[config.mk]
export PLATFORM = sky130hd
export DESIGN_NAME = hazard_ctrl
export DESIGN_NICKNAME = d
export VERILOG_FILES = /design/src/rtl/hazard_ctrl.sv
export SDC_FILE = /design/constraint.sdc
export NUM_CORES = 1
export LEC_CHECK = 0
export CORE_MARGIN = 5
export CORE_UTILIZATION = 34
export DETAILED_ROUTE_END_ITERATION = 16
export HOLD_SLACK_MARGIN = 0.05
export RECOVER_POWER = 25
export REMOVE_ABC_BUFFERS = 1
export SETUP_SLACK_MARGIN = 0.3
export SYNTH_ARGS = -nofsm -noshare
export SYNTH_HDL_FRONTEND = slang
export SYNTH_SLANG_ARGS = --single-unit
export TNS_END_PERCENT = 20
[constraint.sdc]
create_clock -name Clk -period 2.2 [get_ports Clk]
set_input_delay 0.44 -clock Clk [delete_from_list [all_inputs] [get_ports Clk]]
set_output_delay 0.44 -clock Clk [all_outputs]
set_load 0.02 [all_outputs]
[src/rtl/hazard_ctrl.sv]
// hazard_ctrl: pipeline hazard and sequencing controller for the five-stage core.
//
// Each cycle this block decides whether the PC, IF/ID and ID/EX registers
// advance, hold or take a bubble. It covers:
//   - load-use stalls;
//   - taken branches (resolved in ID);
//   - jumps resolved in EX;
//   - multi-cycle data-memory waits.
// It also runs a memory watchdog and keeps saturating stall/flush counters.
//
// Parameters:
//   STALL_CYCLES  bubbles inserted per load-use hazard (1..7)
//   MEM_TIMEOUT   MemBusy cycles tolerated before MemErr (1..65535)
//
// Ports:
//   Clk, Rst_n          clock (rising edge), asynchronous active-low reset
//   ID_RegRs/ID_RegRt   source registers of the ID instruction
//   ID_UsesRt           ID instruction reads rt
//   EX_MemRead/EX_RegRt load in EX and its destination register
//   BranchTaken         ID comparator resolved a taken branch
//   EX_Jump             j/jal in EX
//   MemBusy             data memory not ready, freeze the pipeline
//   PCHold, IFIDHold    hold PC / IF/ID
//   IFIDFlush           zero IF/ID
//   IDEXWrite           hold ID/EX
//   FlushEnable         zero ID/EX (bubble)
//   MemErr              sticky watchdog error
//   StallCnt, FlushCnt  saturating performance counters
module hazard_ctrl #(
  parameter int unsigned STALL_CYCLES = 1,
  parameter int unsigned MEM_TIMEOUT  = 255
) (
  input  logic        Clk,
  input  logic        Rst_n,
  input  logic [4:0]  ID_RegRs,
  input  logic [4:0]  ID_RegRt,
  input  logic        ID_UsesRt,
  input  logic        EX_MemRead,
  input  logic [4:0]  EX_RegRt,
  input  logic        BranchTaken,
  input  logic        EX_Jump,
  input  logic        MemBusy,
  output logic        PCHold,
  output logic        IFIDHold,
  output logic        IFIDFlush,
  output logic        IDEXWrite,
  output logic        FlushEnable,
  output logic        MemErr,
  output logic [15:0] StallCnt,
  output logic [15:0] FlushCnt
);

  typedef enum logic [1:0] {StRun, StLuStall, StMemWait} state_e;

  localparam logic [2:0]  LuInit    = 3'(STALL_CYCLES - 1);
  localparam logic [15:0] WdogLimit = 16'(MEM_TIMEOUT);
  localparam logic [15:0] CntMax    = 16'hFFFF;

  state_e      state_q, state_d;
  logic [2:0]  lu_cnt_q, lu_cnt_d;
  logic        ret_lu_q, ret_lu_d;
  logic [15:0] wdog_q, wdog_d;
  logic        mem_err_q, mem_err_d;
  logic [15:0] stall_cnt_q, stall_cnt_d;
  logic [15:0] flush_cnt_q, flush_cnt_d;

  logic lu;
  logic run_rules, stall_rule;
  logic pc_hold, ifid_hold, ifid_flush, idex_hold, idex_flush;

  assign lu = EX_MemRead && (EX_RegRt != 5'd0) &&
              ((EX_RegRt == ID_RegRs) || (ID_UsesRt && (EX_RegRt == ID_RegRt)));

  always_comb begin
    state_d    = state_q;
    lu_cnt_d   = lu_cnt_q;
    ret_lu_d   = ret_lu_q;
    wdog_d     = wdog_q;
    run_rules  = 1'b0;
    stall_rule = 1'b0;
    pc_hold    = 1'b0;
    ifid_hold  = 1'b0;
    ifid_flush = 1'b0;
    idex_hold  = 1'b0;
    idex_flush = 1'b0;

    unique case (state_q)
      StRun: begin
        if (MemBusy) begin
          {pc_hold, ifid_hold, idex_hold} = 3'b111;
          state_d  = StMemWait;
          ret_lu_d = 1'b0;
          wdog_d   = 16'd1;
        end else begin
          run_rules = 1'b1;
        end
      end
      StLuStall: begin
        if (MemBusy) begin
          // lu_cnt stays put so the stall resumes where it left off
          {pc_hold, ifid_hold, idex_hold} = 3'b111;
          state_d  = StMemWait;
          ret_lu_d = 1'b1;
          wdog_d   = 16'd1;
        end else begin
          stall_rule = 1'b1;
        end
      end
      StMemWait: begin
        if (MemBusy) begin
          {pc_hold, ifid_hold, idex_hold} = 3'b111;
          wdog_d = (wdog_q == CntMax) ? wdog_q : wdog_q + 16'd1;
        end else if (ret_lu_q) begin
          stall_rule = 1'b1;
        end else begin
          run_rules = 1'b1;
        end
      end
      default: state_d = StRun;
    endcase

    // Jump beats branch beats load-use; a flushed ID instruction never stalls
    if (run_rules) begin
      state_d = StRun;
      if (EX_Jump) begin
        ifid_flush = 1'b1;
        idex_flush = 1'b1;
      end else if (BranchTaken) begin
        ifid_flush = 1'b1;
      end else if (lu) begin
        pc_hold    = 1'b1;
        ifid_hold  = 1'b1;
        idex_flush = 1'b1;
        if (STALL_CYCLES > 1) begin
          state_d  = StLuStall;
          lu_cnt_d = LuInit;
        end
      end
    end

    if (stall_rule) begin
      pc_hold    = 1'b1;
      ifid_hold  = 1'b1;
      idex_flush = 1'b1;
      lu_cnt_d   = lu_cnt_q - 3'd1;
      state_d    = (lu_cnt_q <= 3'd1) ? StRun : StLuStall;
    end
  end

  // Control outputs are forced quiet while reset is asserted
  assign PCHold      = Rst_n & pc_hold;
  assign IFIDHold    = Rst_n & ifid_hold;
  assign IFIDFlush   = Rst_n & ifid_flush;
  assign IDEXWrite   = Rst_n & idex_hold;
  assign FlushEnable = Rst_n & idex_flush;

  assign mem_err_d = mem_err_q |
                     ((state_q == StMemWait) && MemBusy && (wdog_q == WdogLimit));

  assign stall_cnt_d = (PCHold && (stall_cnt_q != CntMax)) ? stall_cnt_q + 16'd1 : stall_cnt_q;
  assign flush_cnt_d = ((IFIDFlush || FlushEnable) && (flush_cnt_q != CntMax)) ?
                       flush_cnt_q + 16'd1 : flush_cnt_q;

  always_ff @(posedge Clk or negedge Rst_n) begin
    if (!Rst_n) begin
      state_q     <= StRun;
      lu_cnt_q    <= 3'd0;
      ret_lu_q    <= 1'b0;
      wdog_q      <= 16'd0;
      mem_err_q   <= 1'b0;
      stall_cnt_q <= 16'd0;
      flush_cnt_q <= 16'd0;
    end else begin
      state_q     <= state_d;
      lu_cnt_q    <= lu_cnt_d;
      ret_lu_q    <= ret_lu_d;
      wdog_q      <= wdog_d;
      mem_err_q   <= mem_err_d;
      stall_cnt_q <= stall_cnt_d;
      flush_cnt_q <= flush_cnt_d;
    end
  end

  assign MemErr   = mem_err_q;
  assign StallCnt = stall_cnt_q;
  assign FlushCnt = flush_cnt_q;

endmodule
==> results of run 1 <==
-- placed cells by master (no fill, tap or decap), drive strengths merged, types with 2 or more instances in the layout --
master	n
dfrtp	55
buf	54
clkdlybuf4s50	34
nand2	28
xor2	25
xnor2	24
nand3	23
nor2	23
and3	13
nor3	13
clkbuf	11
inv	10
dlygate4sd2	9
o21ai	9
ha	8
and4	7
nor4	7
nand4	6
and2	6
o31ai	5
nor3b	4
dlymetal6s2s	4
mux2	4
nor2b	3
a21oi	3
o311ai	2
nand2b	2
o22ai	2
or3	2
-- Yosys cell counts (all sizes together) (2+ instances only) --
cell and instances:
nor2b 3, clkbuf 3, ha 8, dfrtp 55, and3 13, o311ai 2, xnor2 24, or3 2
a21oi 3, buf 4, inv 10, nand3 23, xor2 25, nor4 7, o21ai 9, nand4 6
nand2 28, o31ai 5, and4 7, nand2b 2, and2 6, nor3 13, nor3b 4, mux2 4
nor2 23, o22ai 2
-- flip-flops by register name, indices dropped and copies added, names as in the netlist --
name / flops
FlushCnt: 16
MemErr: 1
StallCnt: 16
lu_cnt_q: 3
ret_lu_q: 1
state_q: 2
wdog_q: 16
-- where the power goes --
group,internal (mW),switching (mW)
clock,0.225,0.320
combinational,0.668,0.670
sequential,1.14,0.161
-- cells by family after synthesis --
logic type | after synthesis | share of synthesized area
mux | 4 | 0.0147
buf+inv | 17 | 0.0262
flops | 55 | 0.450
fa+ha+maj | 8 | 0.0327
compound gates | 34 | 0.0806
xor+xnor | 49 | 0.140
simple gates | 142 | 0.255
-- final timing paths --
| path | start | end | slack, ns | cells past startpoint |
|---|---|---|---|---|
| hold / removal | Rst_n | StallCnt[7] | 0.27 | 2 |
| setup reg to reg | state_q[0] | FlushCnt[12] | -0.12 | 10 |
| min in group Clk | lu_cnt_q[2] | lu_cnt_q[2] | 0.48 | 1 |
| setup / recovery | state_q[1] | FlushEnable | -0.16 | 7 |
| hold reg to reg | lu_cnt_q[2] | lu_cnt_q[2] | 0.48 | 1 |
| max in group asynchronous | Rst_n | FlushCnt[9] | 0.60 | 3 |
-- stage by stage --
stage / worst slack (ns) / area [um^2] / setup TNS, ns
floorplan: -0.482 / 3020 / -8.69
global placement: -1.06 / 4070 / -20.58
detailed placement: -1.06 / 4070 / -20.54
CTS: -0.173 / 4510 / -1.05
global route: -0.262 / 4590 / -4.85
finish: -0.157 / 4590 / -1.31
-- metal layers --
metal	share of wire	up-vias	routed length (um)	GRT usage
li1	-	1299	-	-
met1	0.44	1285	3410	0.184
met2	0.50	40	3900	0.237
met3	0.038	12	290	0.0339
met4	0.018	0	136	0.0447
met5	0	-	0	0
-- cell type report --
class                   count  area (um^2)  share of cell area
multi-input cells         237         1970               0.429
clock buffers               7         76.3              0.0166
clock inverters             1         5.00             0.00109
well taps                 108          135              0.0295
repair buffers            106          982               0.214
inverters                  10         40.0             0.00873
flip-flops and latches     55         1380               0.300
-- worst max-delay path, stage by stage (launching register included) --
cell,delay [ns]
dfrtp_1,0.43
ha_4,0.18
and2b_1,0.18
buf_4,0.14
buf_6,0.10
o21a_1,0.19
o221a_4,0.27
buf_6,0.13
-- what timing repair did --
action	CTS	global route
setup buffers	2	0
resized for setup	136	21
setup endpoints to repair	48	53
pin swaps	34	17
==> flow_summary_export.csv, run 1 <==
group,metric,value,unit
global_routing,grt_pass1_vias,2761,
critical_path,setup.worst_path.class,"reg -> out",
clock_tree,cts_tree,"done",
timing,whs,0.271,ns
drt,totalWireLength,7730,um
drt,firstDrtPassIters,4,
status,outcome,"finished, violations left",
yosys,netlist_area,3060,um^2
timing,final.min_clock_period,2.36,ns
timing,finalCritPeriodShare,1.07,
timing,maxSlewHeadroom,0.313,
yosys,yosys.cell_types.count,51,
power_and_ir_drop,power_density,695,nW/um^2
min_path,hold_class,"in -> async",
clock_tree,clk_latency,0.31,ns
critical_path,crit_path_start_kind,"flip-flop",
clock_tree,root_buffer,"clkbuf_8",
yosys,yosys-top-cells-area,"dfrtp_1 (45%), xor2_1 (7.2%), xnor2_1 (6.9%)",
yosys,synth_area_per_cell,9.90,um^2
clock_tree,cts_made_buffers,5,
yosys,yosys_warnings,0,
drt,drtAntennaViolNets,0,
drt,drt_iter0_drc,44,
global_routing,antenna_found_initial,0,
clock_tree,ctsHtreeMaxLevel,2,
placement,dpl.hpwl,5440,um
floorplan,start_util,0.349,
power_and_ir_drop,ir_drop,0.507,mV
yosys,ys.flop_type,"dfrtp_1",
clock_tree,clock_path_buffers,2,
global_routing,grt_max_degree,32,
floorplan,die_h,105,um
floorplan,pin_count,60,
floorplan,coreArea,8760,um^2
yosys,syn_inst,309,
timing,tightest_slew,1.03,ns
layout,syn_to_final_growth,50.0,%
yosys,synthArstFlopShare,1.00,
yosys,synth_edf_count,0,
floorplan,rows,34,
placement,io_buffers,59,
clock_tree,clkTransAtPathRegs,0.09,ns
drt,wl_per_cell,14.8,um
timing,final_hold_viol_count,0,
floorplan,die-area,11000,um^2
clock_tree,cts_sinks,55,
timing,fin_skew,0.00616,ns
layout,fin_cells,524,
power_and_ir_drop,power_leakage,2.02,nW
yosys,yosysSeqAreaShare,0.450,
timing,fin_ws,-0.157,ns
layout,antenna_cells,0,
clock_tree,ctsHoldBuffers,0,
run,cap_viol_max_count,0,
critical_path,cp_max_fo,3,
yosys,synth_area_leader_cell,"dfrtp_1",
layout,nets,445,
floorplan,die_w,105,um
timing,final_max_slew_viol_count,0,
global_routing,grt_util_all_layers,0.143,
layout,final_core_util,0.523,
critical_path,required,1.76,ns
placement,dpl.cell_count,514,
timing,rsz0062_at_grt,"yes",
layout,drive_gt1_frac,0.296,
drt,dr_total_vias,2636,
yosys,synth_top_area_share,0.450,
yosys,ys_ff_latch,55,
power_and_ir_drop,p_total,3.18,mW
global_routing,grt_pass1_wl,13200,um
status,violations,"setup timing",
timing,finalSetupViolCount,22,
drt,drcViolationCount,0,
layout,fillers,802,
critical_path,crit_arrival,1.92,ns
global_routing,overflow,0,
placement,finalWeightedCongestion,0.740,
timing,fmax,424,MHz
critical_path,end_kind,"output port",
drt,viasPerCell,5.03,
Note: power is estimated with default switching activity, not from simulation.
==> inputs of run 2 (changes only) <==
--- a/config.mk
+++ b/config.mk
@@ -5,7 +5,7 @@
 export SDC_FILE = /design/constraint.sdc
 export NUM_CORES = 1
 export LEC_CHECK = 0
-export CORE_MARGIN = 5
+export CORE_MARGIN = 3
 export CORE_UTILIZATION = 34
 export DETAILED_ROUTE_END_ITERATION = 16
 export HOLD_SLACK_MARGIN = 0.05
==> flow_summary_export.csv, run 2 (synthesized netlist as in run 1, its figures left out) <==
group,metric,value,unit
timing,finalSetupViolCount,21,
clock_tree,ctsHtreeMaxLevel,2,
placement,finalWeightedCongestion,0.767,
timing,finalCritPeriodShare,1.06,
layout,layout.cells.most_common,"dfrtp_1",
drt,dr_total_vias,2734,
timing,fin_skew,0.00376,ns
floorplan,rows,33,
power_and_ir_drop,intPower,2.08,mW
global_routing,grt_util_all_layers,0.161,
floorplan,die_w,101,um
timing,rsz0062_at_grt,"yes",
timing,maxSlewHeadroom,0.279,
drt,totalWireLength,8030,um
layout,final_core_util,0.555,
power_and_ir_drop,power_density,699,nW/um^2
drt,drcViolationCount,0,
global_routing,antenna_found_initial,1,
run,cap_viol_max_count,0,
timing,final.min_clock_period,2.33,ns
timing,whs,0.185,ns
floorplan,die_h,101,um
timing,final_max_slew_viol_count,0,
drt,firstDrtPassIters,6,
clock_tree,cts_tree,"done",
status,outcome,"finished, violations left",
layout,fillers,746,
power_and_ir_drop,swShare,0.366,
clock_tree,clock_path_buffers,2,
floorplan,pin_count,60,
floorplan,start_util,0.361,
timing,fmax,429,MHz
timing,final_hold_viol_count,0,
drt,viasPerCell,5.10,
status,violations,"setup timing",
critical_path,required,1.76,ns
power_and_ir_drop,switchingPower,1.20,mW
drt,drtAntennaViolNets,0,
global_routing,grt_pass1_wl,13200,um
timing,fin_ws,-0.133,ns
critical_path,crit_path_start_kind,"flip-flop",
power_and_ir_drop,power.share.clock,0.171,
clock_tree,clk_latency,0.31,ns
power_and_ir_drop,p_total,3.28,mW
timing,tightest_slew,1.08,ns
clock_tree,cts_made_buffers,5,
global_routing,grt_pass1_vias,2773,
clock_tree,clkTransAtPathRegs,0.10,ns
layout,syn_to_final_growth,53.6,%
min_path,hold_class,"in -> async",
layout,nets,459,
clock_tree,ctsHoldBuffers,0,
critical_path,end_kind,"output port",
power_and_ir_drop,ir_drop,0.648,mV
global_routing,grt_max_degree,45,
critical_path,crit_arrival,1.89,ns
placement,io_buffers,59,
clock_tree,root_buffer,"clkbuf_8",
power_and_ir_drop,sequentialPowerShare,0.390,
clock_tree,cts_sinks,55,
layout,final_cell_mix,"dfrtp_1 (54), buf_4 (50), clkdlybuf4s50_1 (32)",
floorplan,coreArea,8460,um^2
layout,drive_gt1_frac,0.337,
global_routing,overflow,0,
drt,drt_iter0_drc,64,
placement,dpl.hpwl,5470,um
critical_path,setup.worst_path.class,"reg -> out",
power_and_ir_drop,combinationalPowerShare,0.438,
drt,wl_per_cell,15.0,um
floorplan,die-area,10200,um^2
power_and_ir_drop,power_leakage,2.16,nW
critical_path,cp_max_fo,4,
-- run 2: cell count changes in the layout (fill, tap and decap cells not counted), sizes merged --
cell and delta:
buf +15, clkbuf -4, clkdlybuf4s15 +1, clkdlybuf4s50 -2, clkinv +2, diode +1, dlygate4sd2 +2
-- run 2: layer usage --
layer,part of all wire,global-route usage,up-vias
met2,0.50,0.274,67
li1,-,-,1337
met1,0.44,0.206,1318
met5,0,0,-
met3,0.045,0.0291,12
met4,0.017,0.0508,0
-- run 2: worst max-delay path, cell delays in order, from the launching register on --
cell and delay, ns:
dfrtp_2 0.46, ha_4 0.18, and2b_2 0.22, buf_4 0.13, o21a_1 0.18, o221a_2 0.28
buf_6 0.13
-- run 2: cell type report --
class                           instances  area (um^2)  area share
Multi-Input combinational cell        237         2000       0.426
Tap cell                              105          131      0.0280
Clock inverter                          3         15.0     0.00320
Inverter                               10         37.5     0.00799
Antenna cell                            1         2.50    0.000533
Sequential cell                        55         1380       0.293
Timing Repair Buffer                  120         1060       0.226
Clock buffer                            5         68.8      0.0146
-- run 2: path summary, 6_finish.rpt --
kind / start / slack [ns] / endpoint / depth (start not counted)
worst min-delay path: Rst_n / 0.19 / StallCnt[10] / 2
worst max-delay path: state_q[1] / -0.13 / FlushEnable / 6
worst min register to register: lu_cnt_q[2] / 0.49 / lu_cnt_q[2] / 1
min in group Clk: lu_cnt_q[2] / 0.49 / lu_cnt_q[2] / 1
worst max register to register: state_q[0] / -0.09 / StallCnt[1] / 9
max in group asynchronous: Rst_n / 0.67 / state_q[1] / 3
-- run 2: power groups by stage --
| stage | Clock [mW] | Combinational (mW) | Sequential, mW |
|---|---|---|---|
| CTS | 0.572 | 1.37 | 1.28 |
| floorplan | 0 | 0.434 | 1.41 |
| detailed placement | 0 | 1.21 | 1.29 |
| finish | 0.562 | 1.44 | 1.28 |
| global route | 0.617 | 1.56 | 1.31 |
| global placement | 0 | 1.20 | 1.29 |
-- run 2: metrics by stage --
step,TNS (ns),setup WS (ns),cells,area [um^2]
after floorplan,-8.69,-0.482,302,3020
after global placement,-17.54,-0.942,519,4130
after detailed placement,-18.35,-1.04,519,4130
after CTS,-2.02,-0.163,533,4530
after global routing,-3.55,-0.205,536,4700
final,-1.05,-0.133,536,4700
-- run 2: what timing repair did --
action / in CTS / in global routing
pin swaps: 42 / 30
setup buffers: 6 / 2
hold endpoints to repair: 0 / 0
resized for setup: 123 / 38
endpoints found under the setup margin: 46 / 58
==> inputs of run 3 (changes only) <==
--- a/config.mk
+++ b/config.mk
@@ -8,6 +8,7 @@
 export CORE_MARGIN = 3
 export CORE_UTILIZATION = 34
 export DETAILED_ROUTE_END_ITERATION = 16
+export DONT_BUFFER_PORTS = 1
 export HOLD_SLACK_MARGIN = 0.05
 export RECOVER_POWER = 25
 export REMOVE_ABC_BUFFERS = 1
==> flow_summary_export.csv, run 3 (synthesized netlist as in run 1, its figures left out) <==
group,metric,value,unit
timing,tns,-0.635,ns
drt,dr_total_vias,2503,
critical_path,crit_start,"state_q[1]",
power_and_ir_drop,power_leakage,1.80,nW
floorplan,pin_count,60,
critical_path,crit_path_start_kind,"flip-flop",
clock_tree,cts_tree,"done",
layout,regArea,1380,um^2
floorplan,rows,33,
critical_path,path_delay_family,"compound AO/OA/AOI/OAI gates",
timing,fin_ws,-0.0834,ns
timing,fmax,438,MHz
global_routing,grt_util_all_layers,0.148,
timing,finalCritPeriodShare,1.04,
layout,drive_gt1_frac,0.353,
clock_tree,ctsHtreeMaxLevel,2,
floorplan,die_w,101,um
layout,layout.cells.most_common,"buf_4",
critical_path,required,2.40,ns
run,cap_viol_max_count,0,
global_routing,overflow,0,
timing,final_hold_viol_count,0,
layout,postLayoutCellArea,4080,um^2
min_path,worstHoldStart,"MemBusy",
power_and_ir_drop,intPower,1.93,mW
power_and_ir_drop,ir_drop,0.602,mV
timing,tightest_slew,1.35,ns
clock_tree,cts_made_buffers,5,
floorplan,coreArea,8460,um^2
timing,rsz0062_at_grt,"yes",
placement,io_buffers,0,
timing,final.min_clock_period,2.28,ns
drt,viasPerCell,5.23,
critical_path,setup.worst_path.class,"reg -> reg",
timing,maxSlewHeadroom,0.0980,
clock_tree,cts_sinks,55,
critical_path,path_cells,"inv_2 -> ha_1 -> nand2b_1 -> or2_0 -> a211o_1 -> o211a_4 -> nor3_2 -> mux2_2",
critical_path,crit_path_max_incr_delay,0.42,ns
min_path,hold_class,"in -> reg",
clock_tree,clkTransAtPathRegs,0.10,ns
status,violations,"setup timing",
placement,finalWeightedCongestion,0.860,
timing,whs,0.277,ns
floorplan,die_h,101,um
status,outcome,"finished, violations left",
critical_path,cp_max_fo,6,
layout,multi_input_area,1930,um^2
drt,wl_per_cell,14.9,um
power_and_ir_drop,swShare,0.367,
global_routing,antenna_found_initial,0,
drt,drtAntennaViolNets,0,
layout,syn_to_final_growth,33.4,%
critical_path,crit_arrival,2.49,ns
clock_tree,clock_path_buffers,2,
layout,fillers,745,
layout,nets,403,
power_and_ir_drop,power_density,746,nW/um^2
critical_path,rr_startpoint,"state_q[1]",
layout,final_cell_mix,"buf_4 (58), dfrtp_1 (54), xor2_1 (25), nand2_1 (25), xnor2_1 (23)",
floorplan,die-area,10200,um^2
placement,dpl.hpwl,5030,um
power_and_ir_drop,power.share.clock,0.206,
timing,finalSetupViolCount,17,
drt,drt_iter0_drc,74,
critical_path,cp_num_buf_inv,1,
drt,firstDrtPassIters,4,
timing,fin_skew,0.0150,ns
layout,final_core_util,0.482,
global_routing,grt_pass1_wl,12300,um
clock_tree,clk_latency,0.31,ns
floorplan,start_util,0.361,
critical_path,end_kind,"flip-flop",
layout,antenna_cells,0,
placement,dpl_cell_area,3570,um^2
clock_tree,root_buffer,"clkbuf_8",
global_routing,grt_max_degree,56,
power_and_ir_drop,sequentialPowerShare,0.405,
timing,final_max_slew_viol_count,0,
global_routing,grt_pass1_vias,2632,
drt,drcViolationCount,0,
critical_path,crit_slowest_cell,"dfrtp_2",
power_and_ir_drop,switchingPower,1.12,mW
power_and_ir_drop,combinationalPowerShare,0.389,
drt,totalWireLength,7150,um
[run 3: cell types whose count changed in the layout (fill, tap and decap cells not counted), sizes merged]
cell,change
clkbuf,+1
clkdlybuf4s50,-32
dlygate4sd2,-11
dlymetal6s2s,-4
dlygate4sd3,+1
clkdlybuf4s15,-2
diode,-1
buf,-7
clkinv,-3
clkinvlp,+1
[run 3: layout make-up]
| type | count | share of cell area |
|---|---|---|
| repair buffers | 64 | 0.121 |
| flip-flops and latches | 55 | 0.338 |
| well taps | 105 | 0.0322 |
| clock buffers | 7 | 0.0236 |
| clock inverters | 1 | 0.00184 |
| multi-input cells | 237 | 0.474 |
| inverters | 10 | 0.00920 |
[run 3: what timing repair did]
item | 4_1_cts | 5_1_grt
pin swaps | 35 | 13
gates cloned | 0 | 0
hold endpoints to repair | 55 | 0
hold buffers | 2 | 0
endpoints found under the setup margin | 47 | 53
resized for setup | 49 | 19
buffers inserted | 4 | 2
[run 3: final timing paths]
path,to,slack (ns),cells past startpoint
min,ret_lu_q,0.28,1
max,FlushCnt[12],-0.08,8
max in group asynchronous,state_q[1],0.32,2
min in group asynchronous,FlushCnt[3],0.97,2
min reg2reg,lu_cnt_q[2],0.48,1
max reg2reg,FlushCnt[12],-0.08,8
[run 3: layer usage]
metal,GRT usage,vias up,part of all wire,wire length (um)
li1,-,1217,-,-
met1,0.185,1228,0.44,3180
met2,0.243,51,0.48,3460
met3,0.0457,7,0.060,427
met4,0.0518,0,0.012,86
met5,0,-,0,0
[run 3: per-stage QoR]
stage / setup WS (ns) / total power [mW] / cells
floorplan: -0.482 / 1.84 / 302
global placement: -0.0530 / 2.23 / 463
detailed placement: -0.0874 / 2.25 / 463
CTS: -0.126 / 3.01 / 477
global route: -0.166 / 3.25 / 479
finish: -0.0834 / 3.05 / 479
[run 3: power by group through the flow]
stage	Sequential [mW]	Combinational, mW	Clock (mW)
global placement	1.24	0.989	0
finish	1.23	1.18	0.626
global route	1.25	1.31	0.689
floorplan	1.41	0.434	0
CTS	1.23	1.13	0.643
detailed placement	1.24	1.00	0
